**src/rtl/regfile_pkg.sv**
```systemverilog
// Shared widths, register-file constants and FSM encoding for the register-file write scheduler.
// Also provides the fixed-priority grant helper that both arbitration builds use.
package regfile_pkg;

  localparam int REG_ADDR_W = 5;
  localparam int REG_DATA_W = 32;
  localparam int REG_COUNT  = 2 ** REG_ADDR_W;
  localparam logic [REG_ADDR_W-1:0] REG_ZERO = 5'd0;

  typedef enum logic {
    CLEAR = 1'b0,
    ARB   = 1'b1
  } wr_state_e;

  // Grant for zero or one valid requester; contention resolves to req0.
  function automatic logic [1:0] fixed_prio(input logic [1:0] valid);
    logic [1:0] grant;
    grant = 2'b00;
    if (valid[0]) begin
      grant = 2'b01;
    end else if (valid[1]) begin
      grant = 2'b10;
    end
    return grant;
  endfunction

endpackage

```
**src/rtl/regfile_write_sched_arb.sv**
```systemverilog
// rr_arb2: two-input round-robin arbiter, combinational one-hot grant, no buffering.
// The pointer moves to the loser only after a contended grant; grant implies accept.
module rr_arb2
  import regfile_pkg::*;
(
  input  logic       clk,
  input  logic       reset,
  input  logic       en_i,
  input  logic [1:0] valid_i,
  output logic [1:0] grant_o
);

  logic ptr_q;
  logic ptr_d;

  always_comb begin
    grant_o = 2'b00;
    ptr_d   = ptr_q;
    if (en_i) begin
      if (valid_i == 2'b11) begin
        grant_o = ptr_q ? 2'b10 : 2'b01;
        ptr_d   = ~ptr_q;
      end else begin
        grant_o = fixed_prio(valid_i);
      end
    end
  end

  always_ff @(posedge clk) begin
    if (reset) begin
      ptr_q <= 1'b0;
    end else begin
      ptr_q <= ptr_d;
    end
  end

endmodule

```
**src/rtl/regfile_write_sched.sv**
```systemverilog
// Register-file write-port scheduler: zero-sweep after reset, then one requester write per cycle, one-cycle latency.
// Build option RR_ARB_EN selects round-robin contention; otherwise req0 has fixed priority.
module regfile_write_sched
  import regfile_pkg::*;
#(
  parameter int DATA_W     = REG_DATA_W,
  parameter int ADDR_W     = REG_ADDR_W,
  parameter int INIT_CLEAR = 1
) (
  input  logic              clk,
  input  logic              reset,
  input  logic              Req0Valid,
  output logic              Req0Ready,
  input  logic [ADDR_W-1:0] Req0Addr,
  input  logic [DATA_W-1:0] Req0Data,
  input  logic              Req1Valid,
  output logic              Req1Ready,
  input  logic [ADDR_W-1:0] Req1Addr,
  input  logic [DATA_W-1:0] Req1Data,
  output logic              RegWrite,
  output logic [ADDR_W-1:0] WriteRegister,
  output logic [DATA_W-1:0] WriteData,
  output logic              InitDone
);

  localparam logic [ADDR_W-1:0] CLR_LAST = '1;

  wr_state_e         state_q;
  logic [ADDR_W-1:0] clr_cnt_q;
  logic [ADDR_W-1:0] clr_cnt_d;
  logic              reg_write_q;
  logic [ADDR_W-1:0] wr_addr_q;
  logic [DATA_W-1:0] wr_data_q;
  logic              init_done_q;

  logic              arb_en;
  logic [1:0]        grant;
  logic              hs;
  logic [ADDR_W-1:0] sel_addr;
  logic [DATA_W-1:0] sel_data;
  logic              sel_writes;

  // Ready is forced low while reset is asserted so no handshake is claimed on an aborted cycle.
  assign arb_en = (state_q == ARB) && !reset;

`ifdef RR_ARB_EN
  rr_arb2 u_arb (
    .clk     (clk),
    .reset   (reset),
    .en_i    (arb_en),
    .valid_i ({Req1Valid, Req0Valid}),
    .grant_o (grant)
  );
`else
  always_comb begin
    grant = 2'b00;
    if (arb_en) begin
      grant = fixed_prio({Req1Valid, Req0Valid});
    end
  end
`endif

  assign Req0Ready  = grant[0];
  assign Req1Ready  = grant[1];
  assign hs         = |grant;
  assign sel_addr   = grant[1] ? Req1Addr : Req0Addr;
  assign sel_data   = grant[1] ? Req1Data : Req0Data;
  // Register 0 is hard-wired zero after the sweep: accept but never write it.
  assign sel_writes = hs && (sel_addr != '0);
  assign clr_cnt_d  = clr_cnt_q + 1'b1;

  always_ff @(posedge clk) begin
    if (reset) begin
      state_q     <= (INIT_CLEAR != 0) ? CLEAR : ARB;
      init_done_q <= (INIT_CLEAR == 0);
      clr_cnt_q   <= '0;
      reg_write_q <= 1'b0;
      wr_addr_q   <= '0;
      wr_data_q   <= '0;
    end else begin
      case (state_q)
        CLEAR: begin
          reg_write_q <= 1'b1;
          wr_addr_q   <= clr_cnt_q;
          wr_data_q   <= '0;
          clr_cnt_q   <= clr_cnt_d;
          if (clr_cnt_q == CLR_LAST) begin
            state_q     <= ARB;
            init_done_q <= 1'b1;
          end
        end
        ARB: begin
          reg_write_q <= sel_writes;
          if (sel_writes) begin
            wr_addr_q <= sel_addr;
            wr_data_q <= sel_data;
          end
        end
        default: begin
          state_q     <= CLEAR;
          reg_write_q <= 1'b0;
        end
      endcase
    end
  end

  assign RegWrite      = reg_write_q;
  assign WriteRegister = wr_addr_q;
  assign WriteData     = wr_data_q;
  assign InitDone      = init_done_q;

endmodule

```
**config.mk**
```make
export PLATFORM = sky130hd
export DESIGN_NAME = regfile_write_sched
export DESIGN_NICKNAME = d
export VERILOG_FILES = /design/src/rtl/regfile_pkg.sv /design/src/rtl/regfile_write_sched_arb.sv /design/src/rtl/regfile_write_sched.sv
export SDC_FILE = /design/constraint.sdc
export NUM_CORES = 1
export LEC_CHECK = 0
export BUFFER_PORTS_ARGS = -buffer_cell sky130_fd_sc_hd__buf_2
export CAP_MARGIN = 10
export CORE_MARGIN = 3
export CORE_UTILIZATION = 49
export DETAILED_ROUTE_END_ITERATION = 16
export PLACE_DENSITY_LB_ADDON = 0.05
export SLEW_MARGIN = 20
export SYNTH_ARGS = -nofsm -noshare
export SYNTH_HDL_FRONTEND = slang
export SYNTH_SLANG_ARGS = --single-unit
```
**constraint.sdc**
```tcl
create_clock -name clk -period 3.3 [get_ports clk]
set_input_delay 0.165 -clock clk [delete_from_list [all_inputs] [get_ports clk]]
set_output_delay 0.165 -clock clk [all_outputs]
set_load 0.005 [all_outputs]
```
==> summary.md, run 1 <==
| Metric | Value |
|---|---|
| Status | complete, no violations |
| Max stage delay on crit path | 0.74 ns |
| Final min period | 2.11 ns |
| Global-route wire length before repair | 9320 um |
| Synth cell types | 37 |
| Hold Crit Class | in -> reg |
| Ratio of cells with drive above 1 in the final layout | 47.7% |
| CTS tree | yes |
| RSZ-0062 raised after global routing | false |
| Crit path DAT | 1.94 ns |
| Final WL | 6260 um |
| CTS H-Tree Depth | 2 |
| Largest net degree at the start of global routing | 35 |
| Antenna Nets Post-Route | 0 |
| Port Buf Inserts | 118 |
| Gr usage total | 21.0% |
| Final setup fails | 0 |
| Mapped cell area | 0.00238 sq mm |
| CTS Buf Count | 5 |
| Detail Placement HPWL | 4470 um |
| Via density per instance | 5.47 |
| Die width | 75.7 um |
| Synth warnings | 0 |
| # IOs | 119 |
| Net Count, Synth | 320 |
| Critical Path End Type | output pin |
| Hold Vio Cnt, Final | 0 |
| Worst clock skew | 0.00424 ns |
| Worst path cell trace | nand2b_2 -> nor2_1 -> buf_2 |
| Max Slew Vio Count | 0 |
| Tightest Pin Transition | 0.904 ns |
| Core Rows | 24 |
| Initial antenna violation count | 0 |
| Clock Path Buffers | 2 |
| Leak | 0.00149 uW |
| Relative slew slack | 39.7% |
| Area Overhead vs Synth | 29.3% |
| Placed cells | 403 |
| Max FO, Critical Path | 18 |
| PwrDens | 379 mW/mm^2 |
| Clock Tree Root | clkbuf_8 |
| Max rail drop VDD | 0.000273 V |
| DRC | 0 |
| Crit share post-route | 63.8% |
| Fmax | 475 MHz |
| Crit path required time | 3.13 ns |
| Total inserted antenna cells | 0 |
| Clk slew on worst S/H paths | 0.08 ns |
| Post-synthesis cell count | 240 |
| Max-Cap Viols | 0 |
| Post-CTS Hold Buffers | 0 |
| DR iter-0 viols | 192 |
| Post-layout instance area | 0.00308 sq mm |
| CTS resizes | 0 |
| Cell type group with the largest total delay on the critical path | simple AND/OR/NAND/NOR gates |
| DIE AREA | 0.00573 sq mm |
| Via count | 2249 |
| Vias in the first global route | 2019 |
| Syn Area/Cell | 9.93 sq um |
| Post-CTS setup buffers | 0 |
| Number of synthesized flops with an enable pin | 0 |
| WL/cell | 15.2 um |
| Crit path buf inv count | 1 |
| Final net count | 425 |
| Core area | 0.00453 sq mm |
| Crit Path Class | reg -> out |
| Grt ovf | 0 |
| Top_reg_cell synth | dfxtp_1 |
| Register area share after synthesis | 37.8% |
| Placer Congestion | 0.917 |
| Worst Setup Start Kind | flip-flop |
| Accumulated negative setup slack | 0 ns |
| Initial Utilization | 52.5% |
| Clock sinks | 45 |
| Die Height | 75.7 um |
| CP max stage cell | dfxtp_1 |
| Seq cells post-synth | 45 |
| Clock Latency Late Sink | 0.29 ns |
| Filler cells | 364 |
| Placed Area | 0.00296 sq mm |
| Final non-filler cell total | 411 |
| First-pass DRT Iterations | 4 |
| Fraction of registers with async set or reset after synthesis | 0% |
-- synth_stat cells (2+ instances only) --
| master | instances | share of area [%] |
|---|---|---|
| a211oi_1 | 3 | 0.95 |
| a211oi_2 | 30 | 16 |
| a21oi_1 | 3 | 0.63 |
| a221o_1 | 2 | 0.84 |
| a221oi_1 | 2 | 0.74 |
| and3_1 | 3 | 0.79 |
| buf_1 | 2 | 0.32 |
| buf_2 | 2 | 0.42 |
| buf_6 | 5 | 2.4 |
| clkbuf_1 | 15 | 2.4 |
| dfxtp_1 | 45 | 38 |
| ha_1 | 2 | 1.1 |
| inv_1 | 2 | 0.32 |
| mux2i_1 | 37 | 16 |
| nand2b_1 | 2 | 0.53 |
| nor2_1 | 19 | 3.0 |
| nor2b_1 | 2 | 0.53 |
| nor3_1 | 36 | 7.6 |
| nor4_1 | 4 | 1.1 |
| o22ai_1 | 4 | 1.1 |
| or4_1 | 3 | 0.95 |
| xor2_1 | 2 | 0.74 |
-- stage by stage --
step                      setup WS, ns  total power (uW)  hold slack (ns)  utilization, %
after floorplan                   1.59               683            0.237               -
after global placement           0.981               748            0.451            65.3
after detailed placement         0.940               751            0.474            65.3
after global routing              1.01              1210            0.215            67.9
after CTS                         1.20              1180            0.200            67.9
final                             1.19              1170            0.212            67.9
-- sequential cells by signal, summed over array words and instances, names as in the netlist --
register and count:
RegWrite 1, WriteRegister 5, clr_cnt_q 5, InitDone 1, WriteData 32, state_q 1
-- metal layers --
layer | global-route usage (%) | vias up | routed length [um]
met5 | 0 | - | 0
met4 | 5.44 | 0 | 64
met3 | 6.07 | 6 | 511
met2 | 34.5 | 92 | 2940
met1 | 27.2 | 1038 | 2740
li1 | - | 1113 | -
-- placed cells by master (no fill, tap or decap), drive strengths merged, types with 3 or more instances in the layout --
cell	netlist	routed
a21oi	3	3
buf	9	122
clkbuf	15	7
mux2i	37	37
dfxtp	45	45
and3	3	3
nor2	19	19
a211oi	33	33
nor4	4	4
nor3	36	36
o22ai	4	4
or4	3	3
-- cell families after synthesis --
| logic type | Yosys count | synth area share, % |
|---|---|---|
| flip-flops | 45 | 37.8 |
| XOR/XNOR | 3 | 1.10 |
| adder cells (fa/ha/maj) | 2 | 1.05 |
| buffers and inverters | 26 | 5.78 |
| AO/OA/AOI/OAI | 52 | 22.7 |
| multiplexers | 37 | 15.5 |
| AND/OR/NAND/NOR | 75 | 16.0 |
-- area by class of cell --
| class | count | area [sq um] | share of cell area (%) |
|---|---|---|---|
| repair buffers | 122 | 621 | 20.2 |
| well taps | 65 | 81.3 | 2.64 |
| flip-flops and latches | 45 | 901 | 29.3 |
| clock inverters | 1 | 30.0 | 0.975 |
| inverters | 2 | 7.51 | 0.244 |
| clock buffers | 7 | 86.3 | 2.80 |
| multi-input cells | 169 | 1350 | 43.9 |
-- worst paths after layout --
| kind | startpoint | endpoint | slack, ns | cells after the start |
|---|---|---|---|---|
| hold reg to reg | InitDone | InitDone | 0.48 | 2 |
| setup / recovery | state_q | Req1Ready | 1.19 | 3 |
| setup reg to reg | state_q | WriteRegister[4] | 1.33 | 4 |
| hold / removal | reset | clr_cnt_q[0] | 0.21 | 2 |
-- power by group --
| part | leakage (uW) | internal, uW | switching, uW |
|---|---|---|---|
| registers | 0.000364 | 548 | 4.72 |
| logic | 0.00107 | 81.4 | 104 |
| clock network | 0.0000585 | 247 | 182 |
| total | 0.00149 | 877 | 291 |
(Power assumes the default switching activity.)
==> run 2, diff against run 1 <==
- CORE_UTILIZATION: 49 -> 46
- clock period: 3.3 -> 2 ns (I/O delays scaled with it)
==> summary.md, run 2 (synthesized netlist as in run 1, its figures left out) <==
| Metric | Value |
|---|---|
| Final WS setup | 0.407 ns (was 1.19 ns) |
| Area Overhead vs Synth | 30.5% (was 29.3%) |
| CP max stage cell | or4_1 (was dfxtp_1) |
| Largest register FFs | 32 (unchanged) |
| PwrDens | 570 mW/mm^2 (was 379 mW/mm^2) |
| Max rail drop VDD | 0.000399 V (was 0.000273 V) |
| Tightest Pin Transition | 0.389 ns (was 0.904 ns) |
| CTS Buf Count | 5 (unchanged) |
| Max-Cap Viols | 0 (unchanged) |
| Initial Utilization | 49.1% (was 52.5%) |
| Clock Latency Late Sink | 0.29 ns (about the same) |
| CTS tree | yes (unchanged) |
| CTS resizes | 0 (unchanged) |
| Largest net degree at the start of global routing | 34 (was 35) |
| Clk slew on worst S/H paths | 0.08 ns (about the same) |
| Dpl ws | 0.116 ns (was 0.940 ns) |
| Detail Placement HPWL | 4670 um (was 4470 um) |
| Final WL | 6290 um (was 6260 um) |
| DIE AREA | 0.00608 sq mm (was 0.00573 sq mm) |
| DRC | 0 (unchanged) |
| Accumulated negative setup slack | 0 ns (unchanged) |
| Crit path DAT | 1.80 ns (was 1.94 ns) |
| Gr usage total | 21.0% (about the same) |
| Max FO, Critical Path | 9 (was 18) |
| WL/cell | 15.0 um (was 15.2 um) |
| First-pass DRT Iterations | 4 (unchanged) |
| Via density per instance | 5.46 (was 5.47) |
| Worst clock skew | 0.00796 ns (was 0.00424 ns) |
| Placed cells | 410 (was 403) |
| Most common cell after layout, fill and taps aside | buf_2 (unchanged) |
| Total inserted antenna cells | 0 (unchanged) |
| Post-CTS setup buffers | 0 (unchanged) |
| P_sw | 482 uW (was 291 uW) |
| Placer Congestion | 0.897 (was 0.917) |
| Worst path cell trace | buf_2 -> or4_1 -> o21a_1 -> or2_2 -> buf_4 -> a211oi_2 (was nand2b_2 -> nor2_1 -> buf_2) |
| Grt ovf | 0 (unchanged) |
| RSZ-0062 raised after global routing | false (unchanged) |
| Worst Setup Start Kind | input port (was flip-flop) |
| Vias in the first global route | 2214 (was 2019) |
| Ratio of cells with drive above 1 in the final layout | 48.7% (was 47.7%) |
| Port Buf Inserts | 118 (unchanged) |
| Final min period | 1.59 ns |
| Die width | 78.0 um (was 75.7 um) |
| DR iter-0 viols | 107 (was 192) |
| Crit path required time | 2.21 ns (was 3.13 ns) |
| Comb pwr share | 17.9% (was 15.9%) |
| Most frequent cells in the layout | buf_2 (118), dfxtp_1 (45), mux2i_1 (37) (unchanged) |
| Final net count | 430 (was 425) |
| Crit share post-route | 79.7% |
| Hold Crit Class | in -> reg (unchanged) |
| Final setup fails | 0 (unchanged) |
| Die Height | 78.0 um (was 75.7 um) |
| Critical Path End Type | flip-flop (was output pin) |
| Internal Power | 1290 uW (was 877 uW) |
| Post-CTS Hold Buffers | 0 (unchanged) |
| Hold Vio Cnt, Final | 0 (unchanged) |
| Via count | 2282 (was 2249) |
| Antenna Nets Post-Route | 0 (unchanged) |
| Final non-filler cell total | 418 (was 411) |
| Relative slew slack | 73.9% (was 39.7%) |
| Status | complete, no violations (unchanged) |
| Global-route wire length before repair | 10500 um (was 9320 um) |
| Core area | 0.00485 sq mm (was 0.00453 sq mm) |
| CTS H-Tree Depth | 2 (unchanged) |
| # IOs | 119 (unchanged) |
| Initial antenna violation count | 0 (unchanged) |
| Clock Tree Root | clkbuf_8 (unchanged) |
| Switch share | 27.2% (was 24.9%) |
| Reg power frac | 51.5% (was 47.4%) |
| Leak | 0.00150 uW (was 0.00149 uW) |
| Clock Path Buffers | 2 (unchanged) |
| Max Slew Vio Count | 0 (unchanged) |
| Max stage delay on crit path | 0.56 ns (was 0.74 ns) |
| Crit Path Class | in -> reg (was reg -> out) |
| Power share of the clock group | 30.6% (was 36.8%) |
| Core Rows | 25 (was 24) |
| Fmax | 628 MHz |
| Clock sinks | 45 (unchanged) |
run 2: layer usage:
| metal | wire length (um) | GRT usage, % | up-vias | part of all wire [%] |
|---|---|---|---|---|
| li1 | - | - | 1127 | - |
| met1 | 2900 | 28.4 | 1057 | 46 |
| met2 | 2830 | 33.4 | 94 | 45 |
| met3 | 507 | 5.57 | 4 | 8.1 |
| met4 | 48 | 4.72 | 0 | 0.76 |
| met5 | 0 | 0 | - | 0 |
run 2: power groups by stage:
stage	sequential (uW)	clock, uW	combinational (uW)
after global routing	914	595	352
after detailed placement	934	0	317
after CTS	913	561	318
after floorplan	933	0	194
after global placement	934	0	314
final	913	542	316
run 2: through the flow:
step                      hold slack, ns  cell area [sq um]  total power (uW)  util, %
after floorplan                    0.172               2380              1130        -
final                              0.146               3110              1770     64.1
after CTS                          0.136               3110              1790     64.1
after global placement             0.435               3020              1250     62.3
after global routing               0.155               3110              1860     64.1
after detailed placement           0.444               3020              1250     62.3
run 2: cell type report:
cell class / instances / area (sq um)
Timing Repair Buffer: 127 / 671
Tap cell: 67 / 83.8
Fill cell: 410 / 1740
Clock inverter: 3 / 17.5
Inverter: 2 / 7.51
Clock buffer: 5 / 68.8
Multi-Input combinational cell: 169 / 1360
Sequential cell: 45 / 901
run 2: critical path, delay by kind of cell:
family	cells	cell delay, ns
compound gates	2	0.40
simple gates	2	0.94
buf+inv	2	0.35
run 2: final timing paths:
check / to / cells past startpoint / slack (ns) / start
min: clr_cnt_q[1] / 2 / 0.15 / reset
max reg2reg: clr_cnt_q[4] / 5 / 0.69 / clr_cnt_q[0]
max: WriteData[27] / 6 / 0.41 / Req0Addr[3]
min reg2reg: InitDone / 2 / 0.47 / InitDone
==> run 3, diff against run 2 <==
- ABC_AREA: not set -> 1
- CORE_UTILIZATION: 46 -> 45
- clock period: 2 -> 1.5 ns (I/O delays scaled with it)
==> summary.md, run 3 <==
| Metric | Value |
|---|---|
| First-pass DRT Iterations | 4 (unchanged) |
| Count leader, synth | nand2_1 (was dfxtp_1) |
| Leak | 0.00172 uW (was 0.00150 uW) |
| Placed Area | 0.00296 sq mm (was 0.00302 sq mm) |
| Port Buf Inserts | 118 (unchanged) |
| CTS tree | yes (unchanged) |
| Max FO, Critical Path | 6 (was 9) |
| Final WS setup | -0.250 ns (was 0.407 ns) |
| Hold Vio Cnt, Final | 0 (unchanged) |
| WL/cell | 12.1 um (was 15.0 um) |
| Vias in the first global route | 2352 (was 2214) |
| Yosys top cell area share | 40.3% (was 37.8%) |
| Final WL | 6660 um (was 6290 um) |
| Fmax | 572 MHz |
| Die width | 76.5 um (was 78.0 um) |
| Clock Path Buffers | 2 (unchanged) |
| Max Slew Vio Count | 0 (unchanged) |
| Crit share post-route | 117% |
| Die Height | 76.5 um (was 78.0 um) |
| Via count | 2596 (was 2282) |
| Most frequent cells in the layout | nand2_1 (121), buf_2 (118), dfxtp_1 (43) (was buf_2 (118), dfxtp_1 (45), mux2i_1 (37)) |
| Status | complete, but fails checks (was complete, no violations) |
| Area Overhead vs Synth | 50.9% (was 30.5%) |
| Hold Slack | 0.0496 ns (was 0.146 ns) |
| Failing checks | setup timing |
| Leading cell types by count after synthesis | nand2_1 (123), dfxtp_1 (45), nor2_1 (37) (was dfxtp_1 (45), mux2i_1 (37), nor3_1 (36)) |
| Top_reg_cell synth | dfxtp_1 (unchanged) |
| Hold Crit Class | in -> reg (unchanged) |
| Register area share after synthesis | 40.3% (was 37.8%) |
| DIE AREA | 0.00584 sq mm (was 0.00608 sq mm) |
| Crit path DAT | 1.99 ns (was 1.80 ns) |
| Worst Setup Start Kind | flip-flop (was input port) |
| Critical Path End Type | flip-flop (unchanged) |
| Largest register FFs | 32 (unchanged) |
| Crit path required time | 1.74 ns (was 2.21 ns) |
| Final setup fails | 38 (was 0) |
| Mapped cell area | 0.00223 sq mm (was 0.00238 sq mm) |
| Core Rows | 25 (unchanged) |
| Via density per instance | 4.71 (was 5.46) |
| Net Count, Synth | 420 (was 320) |
| Fraction of registers with async set or reset after synthesis | 0% (unchanged) |
| Cell taking the most area after synthesis | dfxtp_1 (unchanged) |
| Syn Area/Cell | 6.57 sq um (was 9.93 sq um) |
| Clock sinks | 45 (unchanged) |
| Most common cell after layout, fill and taps aside | nand2_1 (was buf_2) |
| Grt ovf | 0 (unchanged) |
| Synth cell types | 27 (was 37) |
| Clock Tree Root | clkbuf_8 (unchanged) |
| Final core occ | 70.9% (was 64.1%) |
| Antenna Nets Post-Route | 0 (unchanged) |
| Final min period | 1.75 ns |
| # IOs | 119 (unchanged) |
| RSZ-0062 raised after global routing | true (was false) |
| Max-Cap Viols | 0 (unchanged) |
| Ratio of cells with drive above 1 in the final layout | 40.1% (was 48.7%) |
| Ranking of synthesized cells by area | dfxtp_1 (40%), nand2_1 (21%), nor2_1 (6.2%), a21oi_1 (5.8%), o21ai_0 (4.9%) (was dfxtp_1 (38%), a211oi_2 (16%), mux2i_1 (16%), nor3_1 (7.6%), nor2_1 (3.0%)) |
| Post-CTS Hold Buffers | 0 (unchanged) |
| Global-route wire length before repair | 10900 um (was 10500 um) |
| Placer Congestion | 0.858 (was 0.897) |
| Core area | 0.00475 sq mm (was 0.00485 sq mm) |
| Synth warnings | 0 (unchanged) |
| Total inserted antenna cells | 0 (unchanged) |
| Initial Utilization | 47.0% (was 49.1%) |
| Filler cells | 420 (was 410) |
| PwrDens | 665 mW/mm^2 (was 570 mW/mm^2) |
| DR iter-0 viols | 107 (unchanged) |
| CTS H-Tree Depth | 2 (unchanged) |
| Clk slew on worst S/H paths | 0.09 ns (was 0.08 ns) |
| Max rail drop VDD | 0.000474 V (was 0.000399 V) |
| Storage cell area | 903 sq um (was 901 sq um) |
| DRC | 0 (unchanged) |
| Final net count | 563 (was 430) |
| Post-synthesis cell count | 340 (was 240) |
| Initial antenna violation count | 0 (unchanged) |
| Relative slew slack | 76.5% (was 73.9%) |
| Number of synthesized flops with an enable pin | 0 (unchanged) |
| Clock Latency Late Sink | 0.30 ns (was 0.29 ns) |
| Crit Path Class | reg -> reg (was in -> reg) |
| Gr usage total | 22.8% (was 21.0%) |
| Detail Placement HPWL | 4500 um (was 4670 um) |
| Tightest Pin Transition | 0.351 ns (was 0.389 ns) |
| Seq cells post-synth | 45 (unchanged) |
| Post-layout instance area | 0.00337 sq mm (was 0.00311 sq mm) |
| Largest net degree at the start of global routing | 25 (was 34) |
| Area of the multi-input gates | 0.00126 sq mm (was 0.00136 sq mm) |
| Worst clock skew | 0.00591 ns (was 0.00796 ns) |
| CTS Buf Count | 5 (unchanged) |
run 3: cell count changes after synthesis, sizes merged, moves of 4 or more:
| cell | delta |
|---|---|
| mux2i | -34 |
| nor3 | -32 |
| nor2 | +21 |
| a211oi | -33 |
| o21ai | +29 |
| nand3 | +16 |
| nand2 | +126 |
| inv | +17 |
| a21oi | +23 |
| o22ai | -4 |
run 3: kinds of logic after synthesis:
group	Yosys count	share of synthesized area [%]
compound gates	56	13.3
fa+ha+maj	2	1.12
buf+inv	40	7.90
flops	45	40.3
mux	3	1.34
simple gates	194	36.0
run 3: cell type report:
cell class / count / share of cell area (%)
multi-input cells: 256 / 37.4
inverters: 19 / 2.12
repair buffers: 156 / 28.4
flip-flops and latches: 45 / 26.8
clock inverters: 2 / 0.408
well taps: 67 / 2.49
clock buffers: 6 / 2.45
run 3: final timing paths:
kind | from | to | slack (ns) | cells after the start
hold / removal | Req1Data[18] | WriteData[18] | 0.05 | 3
setup / recovery | state_q | WriteRegister[3] | -0.25 | 13
hold reg to reg | WriteData[8] | WriteData[8] | 0.46 | 2
setup reg to reg | state_q | WriteRegister[3] | -0.25 | 13
run 3: per-stage QoR:
stage	cells	setup TNS (ns)	power (uW)	worst slack, ns
2_1_floorplan	340	-2.77	1330	-0.0994
3_3_place_gp	524	-8.47	1460	-0.301
3_5_place_dp	524	-10.61	1460	-0.385
4_1_cts	547	-4.52	2250	-0.168
5_1_grt	551	-11.24	2340	-0.345
6_report	551	-7.22	2240	-0.250
run 3: critical path, stage by stage (launching register included):
cell and delay, ns:
dfxtp_2 0.36, inv_2 0.05, nor2_4 0.14, nand2_4 0.10
nand2_1 0.11, nand2_2 0.08, buf_4 0.14, buf_4 0.12
buf_4 0.12, buf_4 0.12, buf_4 0.12, nand2_1 0.07
o21ai_1 0.07, nor2_1 0.08
run 3: where the power goes:
group | switching (uW) | internal (uW) | total (uW)
logic | 111 | 131 | 242
registers | 7.79 | 1210 | 1210
clock network | 412 | 373 | 785
run 3: layer usage:
layer  track usage (%)  share of wire, %  vias up
li1                  -                 -     1365
met1              28.7                44     1140
met2              37.5                48       84
met3              6.38               6.6        7
met4              7.79               1.2        0
met5                 0                 0        -
run 3: repair_timing:
item | CTS | global route
setup buffers | 13 | 4
pin swaps | 9 | 13
resized for setup | 15 | 22
setup endpoints to repair | 38 | 40
endpoints found under the hold margin | 0 | 0
gates cloned | 2 | 0
